**src/rtl/rom_load_bridge.sv**
```systemverilog
// rom_load_bridge: buffers the hps_io ioctl download stream into a small
// {addr,data} FIFO and drains it into the ddram toggle-handshake write port.
//
// Ports:
//   clk_sys, reset          system clock, synchronous active-high reset
//   ioctl_download          download active level from hps_io
//   ioctl_wr/addr/dout      1-cycle write strobe with address and data
//   ioctl_wait              backpressure, raised when FIFO headroom runs low
//   wraddr/din              ddram write address/data, held while outstanding
//   we_req/we_ack           toggle request / acknowledge pair
//   busy                    FIFO non-empty or request outstanding
//   done                    1-cycle pulse once a finished download drains
//   overflow                sticky dropped-word flag
//   word_count              words accepted since download start
module rom_load_bridge #(
  parameter int AW       = 25,
  parameter int DW       = 16,
  parameter int DEPTH    = 8,
  parameter int HEADROOM = 2,
  parameter int SWAP     = 1
) (
  input  logic          clk_sys,
  input  logic          reset,
  input  logic          ioctl_download,
  input  logic          ioctl_wr,
  input  logic [AW-1:0] ioctl_addr,
  input  logic [DW-1:0] ioctl_dout,
  output logic          ioctl_wait,
  output logic [AW-1:0] wraddr,
  output logic [DW-1:0] din,
  output logic          we_req,
  input  logic          we_ack,
  output logic          busy,
  output logic          done,
  output logic          overflow,
  output logic [AW-1:0] word_count
);

  localparam int PW = $clog2(DEPTH);
  localparam int CW = PW + 1;
  localparam int NB = DW / 8;

  typedef struct packed {
    logic [AW-1:0] addr;
    logic [DW-1:0] data;
  } ent_t;

  typedef enum logic {
    S_IDLE,
    S_BUSY
  } state_t;

  ent_t          mem [DEPTH];
  ent_t          head;
  logic [PW-1:0] wp;
  logic [PW-1:0] rp;
  logic [CW-1:0] cnt;

  state_t state;
  state_t state_d;

  logic dl_q;
  logic armed;
  logic rise;
  logic fall;
  logic empty;
  logic full;
  logic push;
  logic drop;
  logic pop;

  function automatic logic [DW-1:0] swap_bytes(
    input logic [DW-1:0] d
  );
    logic [DW-1:0] r;
    r = d;
    if (SWAP != 0) begin
      for (int k = 0; k < NB; k++) begin
        r[8*k +: 8] = d[8*(NB-1-k) +: 8];
      end
    end
    return r;
  endfunction

  assign rise  = ioctl_download & ~dl_q;
  assign fall  = ~ioctl_download & dl_q;
  assign empty = (cnt == '0);

  // A download edge flushes the FIFO in the same cycle, so a write
  // arriving with the edge always sees an empty FIFO.
  assign full = ~rise & (cnt == CW'(DEPTH));
  assign push = ioctl_wr & ~full;
  assign drop = ioctl_wr & full;
  assign head = mem[rp];

  assign ioctl_wait = (CW'(DEPTH) - cnt) <= CW'(HEADROOM);
  assign busy       = ~empty | (state == S_BUSY);
  assign done       = armed & empty & (state == S_IDLE);

  always_comb begin
    state_d = state;
    pop     = 1'b0;
    unique case (state)
      S_IDLE: begin
        // Never pop an entry that the download edge is discarding.
        if (!empty && !rise) begin
          pop     = 1'b1;
          state_d = S_BUSY;
        end
      end
      S_BUSY: begin
        if (we_ack == we_req) begin
          state_d = S_IDLE;
        end
      end
      default: state_d = S_IDLE;
    endcase
  end

  always_ff @(posedge clk_sys) begin
    if (reset) begin
      state  <= S_IDLE;
      we_req <= we_ack;
      wraddr <= '0;
      din    <= '0;
    end else begin
      state <= state_d;
      if (pop) begin
        wraddr <= head.addr;
        din    <= swap_bytes(head.data);
        we_req <= ~we_req;
      end
    end
  end

  always_ff @(posedge clk_sys) begin
    if (push) begin
      mem[rise ? '0 : wp] <= '{addr: ioctl_addr, data: ioctl_dout};
    end
  end

  always_ff @(posedge clk_sys) begin
    if (reset) begin
      wp  <= '0;
      rp  <= '0;
      cnt <= '0;
    end else if (rise) begin
      wp  <= push ? PW'(1) : '0;
      rp  <= '0;
      cnt <= push ? CW'(1) : '0;
    end else begin
      if (push) begin
        wp <= wp + PW'(1);
      end
      if (pop) begin
        rp <= rp + PW'(1);
      end
      unique case ({push, pop})
        2'b10:   cnt <= cnt + CW'(1);
        2'b01:   cnt <= cnt - CW'(1);
        default: cnt <= cnt;
      endcase
    end
  end

  always_ff @(posedge clk_sys) begin
    if (reset) begin
      dl_q       <= 1'b0;
      armed      <= 1'b0;
      overflow   <= 1'b0;
      word_count <= '0;
    end else begin
      dl_q <= ioctl_download;
      if (rise) begin
        overflow   <= 1'b0;
        word_count <= push ? AW'(1) : '0;
      end else begin
        if (drop) begin
          overflow <= 1'b1;
        end
        if (push) begin
          word_count <= word_count + AW'(1);
        end
      end
      unique case (1'b1)
        rise:    armed <= 1'b0;
        fall:    armed <= 1'b1;
        done:    armed <= 1'b0;
        default: armed <= armed;
      endcase
    end
  end

endmodule

```
**config.mk**
```make
export PLATFORM = sky130hd
export DESIGN_NAME = rom_load_bridge
export DESIGN_NICKNAME = d
export VERILOG_FILES = /design/src/rtl/rom_load_bridge.sv
export SDC_FILE = /design/constraint.sdc
export NUM_CORES = 1
export LEC_CHECK = 0
export ABC_AREA = 1
export BUFFER_PORTS_ARGS = -buffer_cell sky130_fd_sc_hd__buf_4
export CAP_MARGIN = 20
export CORE_MARGIN = 2
export CORE_UTILIZATION = 55
export DETAILED_ROUTE_END_ITERATION = 10
export GPL_ROUTABILITY_DRIVEN = 0
export PLACE_DENSITY = 0.85
export SYNTH_ARGS = -nofsm -noshare
export SYNTH_HDL_FRONTEND = slang
export SYNTH_SLANG_ARGS = --single-unit
```
**constraint.sdc**
```tcl
create_clock -name clk_sys -period 8 [get_ports clk_sys]
set_input_delay 0.8 -clock clk_sys [delete_from_list [all_inputs] [get_ports clk_sys]]
set_output_delay 0.8 -clock clk_sys [all_outputs]
set_load 0.02 [all_outputs]
```
==> results.toml <==
[run_status]
outcome = "completed"

[worst_setup_path]
cp.required_ps = 8450
slowest_stage = "nor2_4"
cp-start-kind = "flip-flop"
critPathKind = "reg2reg"
crit_fanout = 28
crit_family = "simple AND/OR/NAND/NOR gates"
cp_data_arrival_time_ps = 3450
critical_path_depth = 17
reg2reg_to = "cnt[2]"
critPathBufInv = 5
critical-path-max-stage-delay_ps = 490
r2r_slack_ps = 5000
endpoint = "cnt[2]"
cp_cell_sequence = "inv_1 -> ha_1 -> nand2_2 -> nand2_2 -> nor2_4 -> buf_4 -> nand2_2 -> nand2_1 -> nand2_1 -> inv_1 -> ha_1 -> inv_1 -> nand2_1 -> inv_1 -> nand2_1 -> nand3_1 -> a21oi_1"
worstRegToRegCells = 17
rr_startpoint = "cnt[1]"
critPathLaunch = "cnt[1]"
endpoint_kind = "flip-flop"

[synth]
syn_inst = 1413
synth_top_area_cell = "edfxtp_1"
synth_warnings = 0
yosys-top-cells-area = "edfxtp_1, dfxtp_1, nor2_1"
synth_cell_types = 37
ys_ff_latch = 409
syn_area_mm2 = 0.0163
yosysTopAreaCellShare = 0.606
syn-num-nets = 1465
avgSynthCellArea_um2 = 11.5
ys_seq_area_frac = 0.705

[timing]
fin_skew_ps = 23.5
slew_headroom = 0.332
hold_viol_final = 0
finalCritPeriodShare = 0.375
rsz0062_at_grt = "false"
fin_ws_ps = 5000
max_freq_mhz = 333
final.min_clock_period_ps = 3000
tns_ps = 0
worstMarginPinSlew_ps = 1000
setup_viol = 0
slew_violations = 0

[floorplanning]
num_io_pins = 117
die_h_um = 176
die_area_mm2 = 0.0310
fp.dieW_um = 176
core_mm2 = 0.0294
initial_utilization = 0.554
rows = 63

[placement]
port_buffers = 116
dp_cells = 1850
dp_slack_ps = 4870
dp_hpwl_mm = 19.6

[pwr]
power_mw = 4.87
p_per_area_mw_per_mm2 = 260
p_leak_nw = 6.39
max-vdd-ir-drop_mv = 0.203

[clock_network]
cts_tree = "done"
cts_sinks = 409
clock-root-buffer = "clkbuf_16"
cts_made_buffers = 41
clk_pin_slew_ps = 60
cts.path.max_buffers = 3
insertion_delay_ps = 540
htree_num_levels = 2
cts_resized = 0
post_cts_buffers = 0
holdBufCountCts = 0

[global_routing]
use_met3 = 0.0407
grt_max_degree = 114
use_met2 = 0.397
grt_pass1_vias = 10900
grt_use_total = 0.231
grt_use_met1 = 0.302
antenna_found_initial = 3
grt_pass1_wl_mm = 56.7
top_usage_layer = "met2"
gr-total-overflow = 0

[drt]
drcViolationCount = 0
drt_first_pass_iters = 7
wl_per_cell_um = 18.7
avgViaCountPerCell = 5.78
drt-initial-drc-count = 1048
finalWirelength_mm = 36.1
num_vias = 11200
ant_nets = 0

[min_path]
hold_depth = 2
hold_class = "reg2reg"

[finish]
postLayoutCoreUtil = 0.637
layout_commonest_cell = "edfxtp_1"
instances_no_fill = 1929
layout.nets = 1556
drive_above_1_share = 0.150
fill_cells = 2143
mostFrequentLayoutCells = "edfxtp_1, nor2_1, o21ai_0"
area_delta_synth_final_pct = 15.0

[run]
cap_violations = 0
[cells in the mapped netlist (all sizes together)]
| library cell | count |
|---|---|
| a211oi | 1 |
| a21oi | 72 |
| a221oi | 1 |
| a31oi | 1 |
| buf | 45 |
| clkbuf | 39 |
| clkinv | 2 |
| dfxtp | 80 |
| edfxtp | 329 |
| ha | 6 |
| inv | 54 |
| nand2 | 127 |
| nand3 | 64 |
| nand3b | 1 |
| nand4 | 4 |
| nor2 | 296 |
| nor3 | 25 |
| nor4 | 1 |
| o211ai | 82 |
| o21ai | 181 |
| o21bai | 1 |
| o22ai | 1 |
[registers in the layout, indices dropped and copies added, names as in the netlist]
register,count
mem,328
word_count,25
wraddr,25
din,16
cnt,4
rp,3
wp,3
armed,1
dl_q,1
overflow,1
state,1
we_req,1
[per-layer routing]
metal | vias to the layer above | part of all wire
met4 | 2 | 0.020
met5 | - | 0.00044
met3 | 56 | 0.073
met1 | 5386 | 0.40
met2 | 497 | 0.51
li1 | 5218 | -
[how the worst min path moves through the flow]
stage                             start          to  slack [ps]
final                        wraddr[10]  wraddr[10]         460
after global routing      ioctl_dout[1]   mem[4][1]         480
after CTS                    wraddr[10]  wraddr[10]         470
after detailed placement     wraddr[10]  wraddr[10]         460
after global placement           din[8]      din[8]         450
after floorplan                   state       state         470
[cell type report]
type	instances	area [um2]	share of cell area
Timing Repair Buffer	132	1010	0.0540
Sequential cell	409	11500	0.613
Multi-Input combinational cell	864	4240	0.226
Antenna cell	2	5.00	0.000267
Clock buffer	50	1070	0.0571
Clock inverter	26	214	0.0114
Inverter	56	213	0.0114
Tap cell	390	488	0.0260
[cells by family after synthesis]
group | share of synthesized area
flops | 0.705
buf+inv | 0.0381
compound gates | 0.119
simple gates | 0.134
fa+ha+maj | 0.00461
[worst reg2reg max path: cells and delay by family (launching register included)]
family | cells | cell delay, ps
adder cells (fa/ha/maj) | 2 | 390
buffers and inverters | 5 | 760
AND/OR/NAND/NOR | 9 | 1240
AO/OA/AOI/OAI | 1 | 130
flip-flops | 1 | 420
[power by group]
part           internal, mW  total (mW)  switching (mW)
Sequential             2.38        2.44          0.0641
Clock                  1.03        1.82           0.793
Combinational         0.203       0.611           0.408
Total                  3.61        4.87            1.27
[metrics by stage]
stage | instance area, um2 | hold slack (ps)
floorplan | 16300 | 471
global placement | 17400 | 455
CTS | 18700 | 467
finish | 18700 | 465
global route | 18700 | 478
detailed placement | 17400 | 458
Note: power is estimated with default switching activity, not from simulation.
